==> src/rtl/char_pkg.sv <==
// Shared types, widths and helpers for the character jump sequencer.
package char_pkg;

  localparam int unsigned POS_W = 11;
  localparam int unsigned VEL_W = 6;
  localparam int unsigned SPD_W = 4;

  // Encoding is visible on char_state and drives sprite selection.
  typedef enum logic [2:0] {
    StIdle    = 3'd0,
    StCharge  = 3'd1,
    StAscend  = 3'd2,
    StDescend = 3'd3,
    StDead    = 3'd4
  } char_state_e;

  // Saturating increment for 6-bit charge / velocity values.
  function automatic logic [VEL_W-1:0] sat_inc(input logic [VEL_W-1:0] v,
                                               input logic [VEL_W-1:0] lim);
    if (v >= lim) return lim;
    return v + VEL_W'(1);
  endfunction

  // One horizontal move of `speed` pixels, clamped to [lo, hi].
  // Compares are done one bit wider so nothing wraps near the edges.
  function automatic logic [POS_W-1:0] x_step(input logic [POS_W-1:0] x,
                                              input logic             right,
                                              input logic [SPD_W-1:0] speed,
                                              input logic [POS_W-1:0] lo,
                                              input logic [POS_W-1:0] hi);
    logic [POS_W:0] wide_spd;
    logic [POS_W:0] wide;
    wide_spd = {{(POS_W + 1 - SPD_W){1'b0}}, speed};
    if (right) begin
      wide = {1'b0, x} + wide_spd;
      if (wide > {1'b0, hi}) return hi;
      return wide[POS_W-1:0];
    end else begin
      if ({1'b0, x} < ({1'b0, lo} + wide_spd)) return lo;
      wide = {1'b0, x} - wide_spd;
      return wide[POS_W-1:0];
    end
  endfunction

endpackage

==> src/rtl/char_step_div.sv <==
// Divides the movement-timer strobe into physics steps.
module char_step_div #(
  parameter int unsigned STEP_TICKS = 8
) (
  input  logic clk_40MHz,
  input  logic rst_n,
  input  logic movement_tick,
  output logic phys_step
);

  localparam int unsigned CntW = (STEP_TICKS > 1) ? $clog2(STEP_TICKS) : 1;
  localparam logic [CntW-1:0] CntLast = CntW'(STEP_TICKS - 1);

  logic [CntW-1:0] step_cnt_q;

  assign phys_step = movement_tick && (step_cnt_q == CntLast);

  // Free-running tick counter, wraps at STEP_TICKS-1 in every FSM state.
  always_ff @(posedge clk_40MHz or negedge rst_n) begin
    if (!rst_n) begin
      step_cnt_q <= '0;
    end else if (movement_tick) begin
      if (step_cnt_q == CntLast) step_cnt_q <= '0;
      else                       step_cnt_q <= step_cnt_q + CntW'(1);
    end
  end

endmodule

==> src/rtl/char_jump_ctrl.sv <==
// Jump/physics sequencer: charge, ascend, descend and death of the player character.
module char_jump_ctrl
  import char_pkg::*;
#(
  parameter int unsigned      STEP_TICKS = 8,
  parameter logic [POS_W-1:0] X_START    = 11'd400,
  parameter logic [POS_W-1:0] Y_START    = 11'd500,
  parameter logic [POS_W-1:0] X_MIN      = 11'd0,
  parameter logic [POS_W-1:0] X_MAX      = 11'd760,
  parameter logic [POS_W-1:0] Y_MIN      = 11'd0,
  parameter logic [POS_W-1:0] Y_MAX      = 11'd599,
  parameter logic [VEL_W-1:0] CHARGE_MAX = 6'd40,
  parameter logic [VEL_W-1:0] VY_MAX     = 6'd12,
  parameter logic [SPD_W-1:0] H_SPEED    = 4'd3
) (
  input  logic             clk_40MHz,
  input  logic             rst_n,
  input  logic             movement_tick,
  input  logic             jump_btn,
  input  logic             dir,
  input  logic             on_platform,
  output logic [POS_W-1:0] xpos,
  output logic [POS_W-1:0] ypos,
  output logic [2:0]       char_state,
  output logic             fell
);

  logic phys_step;

  char_step_div #(
    .STEP_TICKS(STEP_TICKS)
  ) u_step_div (
    .clk_40MHz    (clk_40MHz),
    .rst_n        (rst_n),
    .movement_tick(movement_tick),
    .phys_step    (phys_step)
  );

  char_state_e      state_q;
  logic [POS_W-1:0] xpos_q;
  logic [POS_W-1:0] ypos_q;
  logic [VEL_W-1:0] vy_q;
  logic [VEL_W-1:0] charge_q;
  logic             dir_q;
  logic             horiz_en_q;
  logic             fell_q;

  // 12-bit views of the vertical quantities for wrap-free compares.
  logic [POS_W:0]   ypos_w;
  logic [POS_W:0]   vy_w;
  logic [POS_W:0]   ceil_hit_w;
  logic [POS_W:0]   floor_hit_w;
  logic [POS_W-1:0] x_next;

  // Combinational helpers shared by the ASCEND and DESCEND updates.
  always_comb begin
    ypos_w      = {1'b0, ypos_q};
    vy_w        = {{(POS_W + 1 - VEL_W){1'b0}}, vy_q};
    ceil_hit_w  = {1'b0, Y_MIN} + vy_w;
    floor_hit_w = ypos_w + vy_w;
    x_next      = x_step(xpos_q, dir_q, H_SPEED, X_MIN, X_MAX);
  end

  // FSM and position datapath; everything advances only on a physics step.
  always_ff @(posedge clk_40MHz or negedge rst_n) begin
    if (!rst_n) begin
      state_q    <= StIdle;
      xpos_q     <= X_START;
      ypos_q     <= Y_START;
      vy_q       <= '0;
      charge_q   <= '0;
      dir_q      <= 1'b1;
      horiz_en_q <= 1'b0;
      fell_q     <= 1'b0;
    end else begin
      // fell is a pulse: it only survives the cycle of entry into StDead.
      fell_q <= 1'b0;
      if (phys_step) begin
        unique case (state_q)
          StIdle: begin
            // Walking off a ledge beats a jump request.
            if (!on_platform) begin
              state_q <= StDescend;
              vy_q    <= '0;
            end else if (jump_btn) begin
              state_q  <= StCharge;
              charge_q <= '0;
            end
          end
          StCharge: begin
            if (jump_btn) begin
              charge_q <= sat_inc(charge_q, CHARGE_MAX);
            end else if (charge_q == '0) begin
              state_q <= StIdle;
            end else begin
              state_q    <= StAscend;
              vy_q       <= charge_q;
              dir_q      <= dir;
              horiz_en_q <= 1'b1;
              charge_q   <= '0;
            end
          end
          StAscend: begin
            // Platforms are ignored on the way up so the character passes through.
            if (ypos_w < ceil_hit_w) begin
              ypos_q  <= Y_MIN;
              vy_q    <= '0;
              state_q <= StDescend;
            end else begin
              ypos_q <= ypos_q - POS_W'(vy_q);
              vy_q   <= (vy_q == '0) ? '0 : vy_q - VEL_W'(1);
              if (vy_q <= VEL_W'(1)) state_q <= StDescend;
            end
            if (horiz_en_q) xpos_q <= x_next;
          end
          StDescend: begin
            if (on_platform) begin
              state_q    <= StIdle;
              vy_q       <= '0;
              horiz_en_q <= 1'b0;
            end else if (floor_hit_w >= {1'b0, Y_MAX}) begin
              ypos_q  <= Y_MAX;
              fell_q  <= 1'b1;
              state_q <= StDead;
            end else begin
              ypos_q <= ypos_q + POS_W'(vy_q);
              vy_q   <= sat_inc(vy_q, VY_MAX);
              if (horiz_en_q) xpos_q <= x_next;
            end
          end
          StDead: begin
            // Terminal until reset.
          end
          default: begin
            state_q <= StIdle;
          end
        endcase
      end
    end
  end

  assign xpos       = xpos_q;
  assign ypos       = ypos_q;
  assign char_state = state_q;
  assign fell       = fell_q;

endmodule

==> config.mk <==
export PLATFORM = sky130hd
export DESIGN_NAME = char_jump_ctrl
export DESIGN_NICKNAME = d
export VERILOG_FILES = /design/src/rtl/char_pkg.sv /design/src/rtl/char_step_div.sv /design/src/rtl/char_jump_ctrl.sv
export SDC_FILE = /design/constraint.sdc
export NUM_CORES = 1
export LEC_CHECK = 0
export BUFFER_PORTS_ARGS = -buffer_cell sky130_fd_sc_hd__buf_2
export CORE_MARGIN = 2
export CORE_UTILIZATION = 54
export DETAILED_ROUTE_END_ITERATION = 10
export GPL_ROUTABILITY_DRIVEN = 0
export PLACE_DENSITY = 0.75
export SYNTH_ARGS = -nofsm -noshare
export SYNTH_HDL_FRONTEND = slang
export SYNTH_SLANG_ARGS = --single-unit
==> constraint.sdc <==
create_clock -name clk_40MHz -period 4.23 [get_ports clk_40MHz]
set_clock_uncertainty 0.2 [all_clocks]
set_input_delay 0 -clock clk_40MHz [delete_from_list [all_inputs] [get_ports clk_40MHz]]
set_output_delay 0 -clock clk_40MHz [all_outputs]
set_load 0.01 [all_outputs]
==> results.md <==
* Outcome: finished, final reports clean
* Slack of the worst reg-to-reg path at 370 ps
* Vert. Die Dim at 88.73 um
* Leakage at 0.001743 uW
* Crit start category: register
* Fin cells at 613
* Vias in the first global route at about 3600
* Die area at 7872 um2
* Half-perimeter wire length after placement at 7570 um
* Tcrit/Tclk final at 0.9126
* Gate Count Post-Synth at 490
* Clk Tree Root Cell: clkbuf_8
* Area leader, netlist: dfrtp_1
* CTS max path bufs at 2
* Synth Net Count at around 520
* Hold Path Class: in -> async
* PortBufs at 31
* Max Cap Viol at 0
* Inst Count DP at 599
* Via count at around 4000
* Core area at between 6000 and 7000 um2
* Die width at 88.73 um
* Power, Total at 2909 uW
* Most frequent cell after synthesis: o21ai_0
* Aggregate global-route resource usage at 0.2728
* Detailed Routing Iterations Pass 1 at 5
* Worst Path Arrival at 3850 ps
* CP Capture Type: register
* Final #Nets at 547
* CTS Sinks at 43
* Worst-Margin Slew at 968.6 ps
* FF-to-FF path depth at 9
* Hold Violations, Final at 0
* Area grow syn2layout at 9.684%
* Count of boundary I/O pins at 32
* Peak supply drop at 0.3960 mV
* CTS clk-pin slew, worst paths at 80 ps
* Synthesized cell area at roughly 3900 um2
* Origin of the critical flop-to-flop path: ypos[2]$_DFFE_PN1P_
* CTS tree: built
* Routed len/inst at 16.90 um
* Fin crit period at 3861 ps
* Seq. cell area at about 1100 um2
* # diodes at 0
* Fmax at 259.0 MHz
* Initial DRC count at 253
* CP max FO at 8
* Top FF cell, synth: dfrtp_1
* Largest net degree at the start of global routing at 44
* RSZ-0062 raised after global routing: false
* Post-synth top area share at 0.2130
* Post-synthesis sequential area ratio at 0.2808
* Remaining Overflow, GRT at 0
* Post-DRT Antenna Nets at 0
* Filler cell count at approximately 600
* Share of cells above drive strength 1 at 0.1335
* Initial core utilization at 0.5643
* Share of synthesized registers carrying an async set or reset at 1.000
* Final setup vio count at 0
* Antenna violations before repair at 0
* DR vias/cell at between 6 and 7
* Relative slew slack at 0.3543
* Count of final max-slew check failures at 0
* Postcts setup bufs at 0
* Number of distinct library cells after synthesis at 67
* Num rows at 30
* RR Endpoint: xpos[0]$_DFFE_PN0P_
* EDFF count, synth at 0
* Area of the multi-input gates at 2585 um2
* Yosys Warn Count at 0
* Fin Setup TNS at 0 ps
* Critical Path RT at 4220 ps
* Syn_area_per_cell at 7.911 um2
* Most frequent cells after synthesis: 46 x o21ai_0, 38 x nand2_1, 37 x a21oi_1, 33 x dfrtp_1, 32 x nor2_1
* Top post-synthesis cells by area: dfrtp_1 21%, ha_1 7.4%, dfstp_2 6.8%
* CTS Buf Count at 5
* Synth Register Bits at 43
* WS Path Type: reg -> reg
* First-pass GRT wire length at 16990 um
* Remaining DRCs at 0
* Power density over the cells at 684.1 nW/um2
* Clk_lat worst skew at 310 ps
* H-tree levels at 2
* Final wirelength at 10360 um
layout by cell type (no fill, tap or decap), drive strengths merged, types with 3 or more instances in the layout:
cell type    synthesis  routed
and2                 4       4
o2bb2ai              3       3
nand4                8       8
a2111o               4       4
o22ai               10      10
nand3               16      16
o31ai                6       6
nor2b                8       8
ha                  23      23
mux2                10      10
o211a                3       3
a22o                 4       4
a22oi                3       3
and3                 7       7
nand2b               9       9
or2                  3       3
dfstp               10      10
nor4                 5       5
o2111ai              3       3
a31oi               11      11
clkbuf              23       6
dlygate4sd3          0       6
a211oi               4       4
nor2                32      32
buf                  1      37
or3                 10      10
o21ai               46      46
o21a                 5       5
o221ai               5       5
o22a                 5       5
nand2               38      38
inv                 29      29
nor3                24      24
dfrtp               33      33
xnor2                3       3
a21oi               38      38
layout make-up:
cell class | count | share of cell area
clock buffers | 6 | 0.01707
clock inverters | 2 | 0.002943
inverters | 30 | 0.02649
repair buffers | 43 | 0.06121
well taps | 96 | 0.02825
multi-input cells | 393 | 0.6080
flip-flops and latches | 43 | 0.2560
critical path, cell delays in order (launching register included):
cell      delay, ps
dfstp_2         570
ha_1            310
nor2b_1         180
a2111o_1        470
a31o_1          270
a221o_1         420
or3_1           340
a311o_1         350
a21oi_4         290
mux2_1          350
logic make-up (layout without fill, tap and decap cells):
group,Yosys count,in the layout,share of synthesized area
mux,12,12,0.03422
xor+xnor,5,5,0.01130
compound gates,180,180,0.3157
fa+ha+maj,25,25,0.08457
simple gates,171,171,0.2211
flops,43,43,0.2808
buf+inv,54,81,0.05229
worst max-delay path by stage:
stage / start / end / slack (ps)
CTS: ypos[2]$_DFFE_PN1P_ / xpos[0]$_DFFE_PN0P_ / 400
global route: vy_q[0]$_DFFE_PN0P_ / ypos[0]$_DFFE_PN0P_ / 110
floorplan: vy_q[2]$_DFFE_PN0P_ / xpos[0]$_DFFE_PN0P_ / 460
global placement: ypos[2]$_DFFE_PN1P_ / xpos[3]$_DFFE_PN0P_ / 520
detailed placement: ypos[2]$_DFFE_PN1P_ / xpos[0]$_DFFE_PN0P_ / 420
finish: ypos[2]$_DFFE_PN1P_ / xpos[0]$_DFFE_PN0P_ / 370
registers in the layout, summed over array words and instances (netlist names):
name / cells
ypos: 11
charge_q: 6
xpos: 11
char_state: 3
vy_q: 6
fell: 1
horiz_en_q: 1
u_step_div.step_cnt_q: 3
dir_q: 1
metrics by stage:
step / worst slack, ps / util / hold slack (ps) / area [um2]
floorplan: 459.4 / - / -495.6 / 3876
global placement: 515.3 / 0.5978 / 17.59 / 4106
detailed placement: 417.3 / 0.5978 / 10.17 / 4106
CTS: 403.6 / 0.6189 / 219.8 / 4252
global route: 106.2 / 0.6189 / 298.0 / 4252
finish: 369.5 / 0.6189 / 182.3 / 4252
what timing repair did:
item | CTS | global route
endpoints found under the hold margin | 44 | 0
hold buffers | 6 | 0
resized for setup | 0 | 0
layer usage:
layer  share of wire  vias up  global-route usage
li1                -     1908                   -
met1            0.45     1876              0.3834
met2            0.47      181              0.4315
met3           0.070       10             0.04291
met4           0.010        0             0.08540
met5               0        -                   0
power by group:
group          total (uW)  leakage (uW)  switching, uW  internal (uW)
registers             881      0.000523            302            579
clock network         267     0.0000412            151            116
logic                1760       0.00118           1020            742
total                2910       0.00174           1470           1440
No activity file was read; power rests on OpenSTA's default activity.
